<file path="config.mk">
export PLATFORM = sky130hd
export DESIGN_NAME = mem_access_unit
export DESIGN_NICKNAME = d
export VERILOG_FILES = /design/src/rtl/mem_access_unit.sv
export SDC_FILE = /design/constraint.sdc
export NUM_CORES = 1
export LEC_CHECK = 0
export ABC_CLOCK_PERIOD_IN_PS = 3000
export CAP_MARGIN = 20
export CORE_UTILIZATION = 47
export DETAILED_ROUTE_END_ITERATION = 7
export GPL_TIMING_DRIVEN = 0
export PLACE_DENSITY = 0.8
export SYNTH_ARGS = -nofsm -noshare
export SYNTH_HDL_FRONTEND = slang
export SYNTH_SLANG_ARGS = --single-unit
</file>
<file path="constraint.sdc">
create_clock -name clk -period 3 [get_ports clk]
set_clock_uncertainty 0.2 [all_clocks]
set_input_delay 0.6 -clock clk [delete_from_list [all_inputs] [get_ports clk]]
set_output_delay 0.6 -clock clk [all_outputs]
set_load 0.05 [all_outputs]
</file>
<file path="src/rtl/mem_access_unit.sv">
// Load/store unit between the MEM stage and a word-wide data memory with sub-word read-modify-write.
// Latency accept->resp: load 2, word store 2, sub-word store 3, exception 1.
// Backpressure: req_ready is low while an access is in flight.
module mem_access_unit #(
    parameter logic [31:0] BASE_ADDR = 32'h400,
    parameter int unsigned MEM_BYTES = 1024
) (
    input  logic        clk,
    input  logic        reset,
    input  logic        req_valid,
    output logic        req_ready,
    input  logic        req_we,
    input  logic [1:0]  req_size,
    input  logic        req_signed,
    input  logic [31:0] req_addr,
    input  logic [31:0] req_wdata,
    output logic        resp_valid,
    output logic [31:0] resp_rdata,
    output logic        resp_exc,
    output logic        MemRead,
    output logic        MemWrite,
    output logic [31:0] dm_addr,
    output logic [31:0] dm_wdata,
    input  logic [31:0] dm_rdata
);

    localparam logic [31:0] LAST_ADDR = BASE_ADDR + 32'(MEM_BYTES) - 32'd1;

    typedef enum logic [1:0] {IDLE, ACCESS, WRITE} state_t;

    state_t      state;
    logic        r_we;
    logic [1:0]  r_size;
    logic        r_signed;
    logic [31:0] r_addr;
    logic [31:0] r_wdata;
    logic [31:0] merge;

    logic        req_exc;
    logic        word_st;
    logic [7:0]  ld_byte;
    logic [15:0] ld_half;
    logic [31:0] ld_data;
    logic [31:0] merge_data;

    always_comb begin
        req_exc = 1'b0;
        case (req_size)
            2'd1:    req_exc = req_addr[0];
            2'd2:    req_exc = (req_addr[1:0] != 2'd0);
            2'd3:    req_exc = 1'b1;
            default: req_exc = 1'b0;
        endcase
        if (req_addr < BASE_ADDR || req_addr > LAST_ADDR)
            req_exc = 1'b1;
    end

    // Little-endian lane select from the latched address.
    always_comb begin
        ld_byte = dm_rdata[{r_addr[1:0], 3'b000} +: 8];
        ld_half = r_addr[1] ? dm_rdata[31:16] : dm_rdata[15:0];
        case (r_size)
            2'd0:    ld_data = {{24{r_signed & ld_byte[7]}}, ld_byte};
            2'd1:    ld_data = {{16{r_signed & ld_half[15]}}, ld_half};
            default: ld_data = dm_rdata;
        endcase
    end

    always_comb begin
        merge_data = dm_rdata;
        if (r_size == 2'd0)
            merge_data[{r_addr[1:0], 3'b000} +: 8] = r_wdata[7:0];
        else
            merge_data[{r_addr[1], 4'b0000} +: 16] = r_wdata[15:0];
    end

    assign word_st   = r_we && (r_size == 2'd2);
    assign req_ready = (state == IDLE);
    assign MemRead   = (state == ACCESS) && !word_st;
    assign MemWrite  = ((state == ACCESS) && word_st) || (state == WRITE);
    assign dm_addr   = (state == IDLE) ? 32'd0 : {r_addr[31:2], 2'b00};
    assign dm_wdata  = ((state == ACCESS) && word_st) ? r_wdata :
                       (state == WRITE)               ? merge   : 32'd0;

    always_ff @(posedge clk or negedge reset) begin
        if (!reset) begin
            state      <= IDLE;
            r_we       <= 1'b0;
            r_size     <= 2'd0;
            r_signed   <= 1'b0;
            r_addr     <= 32'd0;
            r_wdata    <= 32'd0;
            merge      <= 32'd0;
            resp_valid <= 1'b0;
            resp_rdata <= 32'd0;
            resp_exc   <= 1'b0;
        end else begin
            resp_valid <= 1'b0;
            resp_rdata <= 32'd0;
            resp_exc   <= 1'b0;
            case (state)
                IDLE: begin
                    if (req_valid) begin
                        r_we     <= req_we;
                        r_size   <= req_size;
                        r_signed <= req_signed;
                        r_addr   <= req_addr;
                        r_wdata  <= req_wdata;
                        if (req_exc) begin
                            resp_valid <= 1'b1;
                            resp_exc   <= 1'b1;
                        end else begin
                            state <= ACCESS;
                        end
                    end
                end
                ACCESS: begin
                    if (!r_we) begin
                        resp_valid <= 1'b1;
                        resp_rdata <= ld_data;
                        state      <= IDLE;
                    end else if (word_st) begin
                        resp_valid <= 1'b1;
                        state      <= IDLE;
                    end else begin
                        merge <= merge_data;
                        state <= WRITE;
                    end
                end
                WRITE: begin
                    resp_valid <= 1'b1;
                    state      <= IDLE;
                end
                default: state <= IDLE;
            endcase
        end
    end

endmodule
</file>
==> results of run 1 <==
what timing repair did:
action / CTS / global route
pin swaps: 0 / 1
hold endpoints to repair: 40 / 0
gates resized for setup: 179 / 34
hold buffers: 1 / 0
endpoints found under the setup margin: 64 / 28
tightest hold or removal path, stage by stage (launching register included):
cell and delay (ns):
dfrtp_1 0.33, nand2_1 0.05, nand2_1 0.05
power breakdown:
part,total [uW],internal [uW],leakage [uW],switching [uW]
Sequential,1990,1920,0.00169,73.3
Combinational,635,290,0.00264,345
Clock,2170,1410,0.000305,762
registers in the layout (all words and copies together), names as in the netlist, 2 cells and up:
signal,flops
r_addr,32
resp_rdata,32
state,2
r_wdata,32
merge,32
r_size,2
cell usage after synthesis, drive strengths merged (2+ instances only):
cell      n
a21oi    34
a221o    16
a222oi    6
a22o     48
a22oi    16
and2      2
buf      22
clkbuf   28
clkinv    2
dfrtp   136
ha        5
inv       6
mux2     13
mux2i    18
nand2   245
nand2b    4
nor2     18
nor2b    31
nor3      6
nor4      5
o21ai    33
or2       2
or3b      2
kinds of logic after synthesis:
logic type,share of synthesized area [%]
AND/OR/NAND/NOR,20.49
buffers and inverters,3.951
AO/OA/AOI/OAI,18.14
flip-flops,51.18
multiplexers,5.249
adder cells (fa/ha/maj),0.9407
other,0.05639
metrics by stage:
stage	power (uW)	instance area [sq um]
3_5_place_dp	2641	8920
6_report	4795	9392
5_1_grt	4970	9392
3_3_place_gp	2626	8891
2_1_floorplan	2330	6654
4_1_cts	4817	9445
path summary, 6_finish.rpt:
path / endpoint / depth (start not counted) / startpoint / slack [ns]
min in group asynchronous: resp_rdata[25]$_DFF_PN0_ / 2 / reset / 0.48
max: dm_wdata[3] / 5 / r_size[0]$_DFFE_PN0P_ / 0.06
max reg2reg: merge[9]$_DFFE_PN0P_ / 7 / r_addr[1]$_DFFE_PN0P_ / 0.23
max in group asynchronous: r_addr[17]$_DFFE_PN0P_ / 3 / reset / 1.33
min reg2reg: r_addr[8]$_DFFE_PN0P_ / 2 / r_addr[8]$_DFFE_PN0P_ / 0.27
min: r_addr[8]$_DFFE_PN0P_ / 2 / r_addr[8]$_DFFE_PN0P_ / 0.27
final cells by class:
class                   instances  area share, %
multi-input cells             521          31.93
well taps                     180          2.398
clock buffers                  23          5.302
flip-flops and latches        136          36.24
inverters                       8         0.3197
clock inverters                 8          1.252
plain buffers                  50          2.678
repair buffers                203          19.88
metal layers:
metal,global-route usage [%],part of all wire [%],up-vias
met2,45.39,45,333
met4,13.97,3.9,0
met5,0,0,-
li1,-,-,2912
met3,7.613,9.3,61
met1,38.81,42,2963
==> metrics.yaml, run 1 <==
status: "completed"
routabilityCongestion: 0.9144
die_x_um: 121.0
worstSetupPathType: "reg -> out"
rsz0062_at_grt: "yes"
power_density_nw_per_um2: 510.6
drv_slew: 0
setup_viol: 0
overflow: 0
core-area_sq_um: 13830
synthesis.area_sq_um: 6650
nFillCells: 1124
final_antenna_net_count: 0
worstPathArrival_ns: 2.14
syn_avg_cell_area_sq_um: 9.314
layout_worst_path_cycle_share_pct: 97.99
drt_iter0_markers: 549
crit_fanout: 10
route.detailed.drc: 0
die_h_um: 121.0
post-dp-hpwl_um: 15010
finalHoldViolCount: 0
cts_tree: "built"
power.leakage_uw: 0.004632
multi_input_area_sq_um: 2999
start_kind: "flop"
cp_cell_sequence: "nand2b_1, nor3_4, buf_4, a22o_1, clkbuf_4"
viasPerCell: 5.553
start_util_pct: 48.10
antenna_found_initial: 0
final_cell_mix: "nand2_1 (245), clkdlybuf4s50_1 (136), dfrtp_1 (136), a22o_1 (48), buf_2 (42)"
peakVddDrop_v: 0.0004151
drtPass1Iterations: 5
synth-seq-cells: 136
grt_pass1_wl_um: 32710
dp.cells: 1097
htreeDepth: 4
setup_slack_ns: 0.06021
wirelength_um: 20690
diodes: 0
synthTopCellsByArea: "dfrtp_1 (51%), nand2_1 (14%), a22o_1 (6.3%)"
worst-path-buf-inv: 2
grtUsageTotal_pct: 29.49
root_buffer: "clkbuf_16"
post_cts.repair.setup_buffers: 0
dp_slack_ns: -0.4621
regArea_sq_um: 3403
max_slew.worst_pin.slew_ns: 1.050
cts_inserted_buffers: 17
wire_per_inst_um: 18.32
synth-main-ff-cell: "dfrtp_1"
instances_no_fill: 1129
ios: 204
slowest_delay_ns: 0.43
clk_latency_ns: 0.42
num_vias: 6269
clkTransAtPathRegs_ns: 0.06
syn_inst: 714
tns_ns: 0
grt_max_degree: 97
first_global_vias: 6106
critPathSlowestCell: "dfrtp_1"
synth-edff-count: 0
portBuffers: 201
fin_nets: 1045
required_ns: 2.20
hold_class: "reg -> reg"
fmax_mhz: 340.2
end_kind: "output pin"
yosysSeqAreaShare_pct: 51.18
min_period_ns: 2.940
synth-async-reset-ratio_pct: 100.0
rows: 43
drv_cap: 0
die_area_sq_um: 14630
final_common_cell: "nand2_1"
area_delta_synth_final_pct: 41.22
slew_headroom_pct: 29.49
fin_hold_ws_ns: 0.2665
yosysWarnings: 0
layout-drive-gt1-share_pct: 12.54
clock_sinks: 136
cpLargestDelayFamily: "simple AND/OR/NAND/NOR gates"
final_core_util_pct: 67.92
synth.distinct_cells: 47
synth_top_area_cell: "dfrtp_1"
synth_top_area_share_pct: 51.18
clockBufferDepth: 2
(Power assumes the default switching activity.)
==> inputs of run 2 (changes only) <==
Settings changed: TNS_END_PERCENT set to 100.
==> results of run 2 <==
Same layout as run 1: the final DEF is identical, and so are final timing and power.
==> inputs of run 3 (changes only) <==
Settings changed: ABC_CLOCK_PERIOD_IN_PS 3000 to unset.
==> results of run 3 <==
Same layout as run 1: the final DEF is identical, and so are final timing and power.
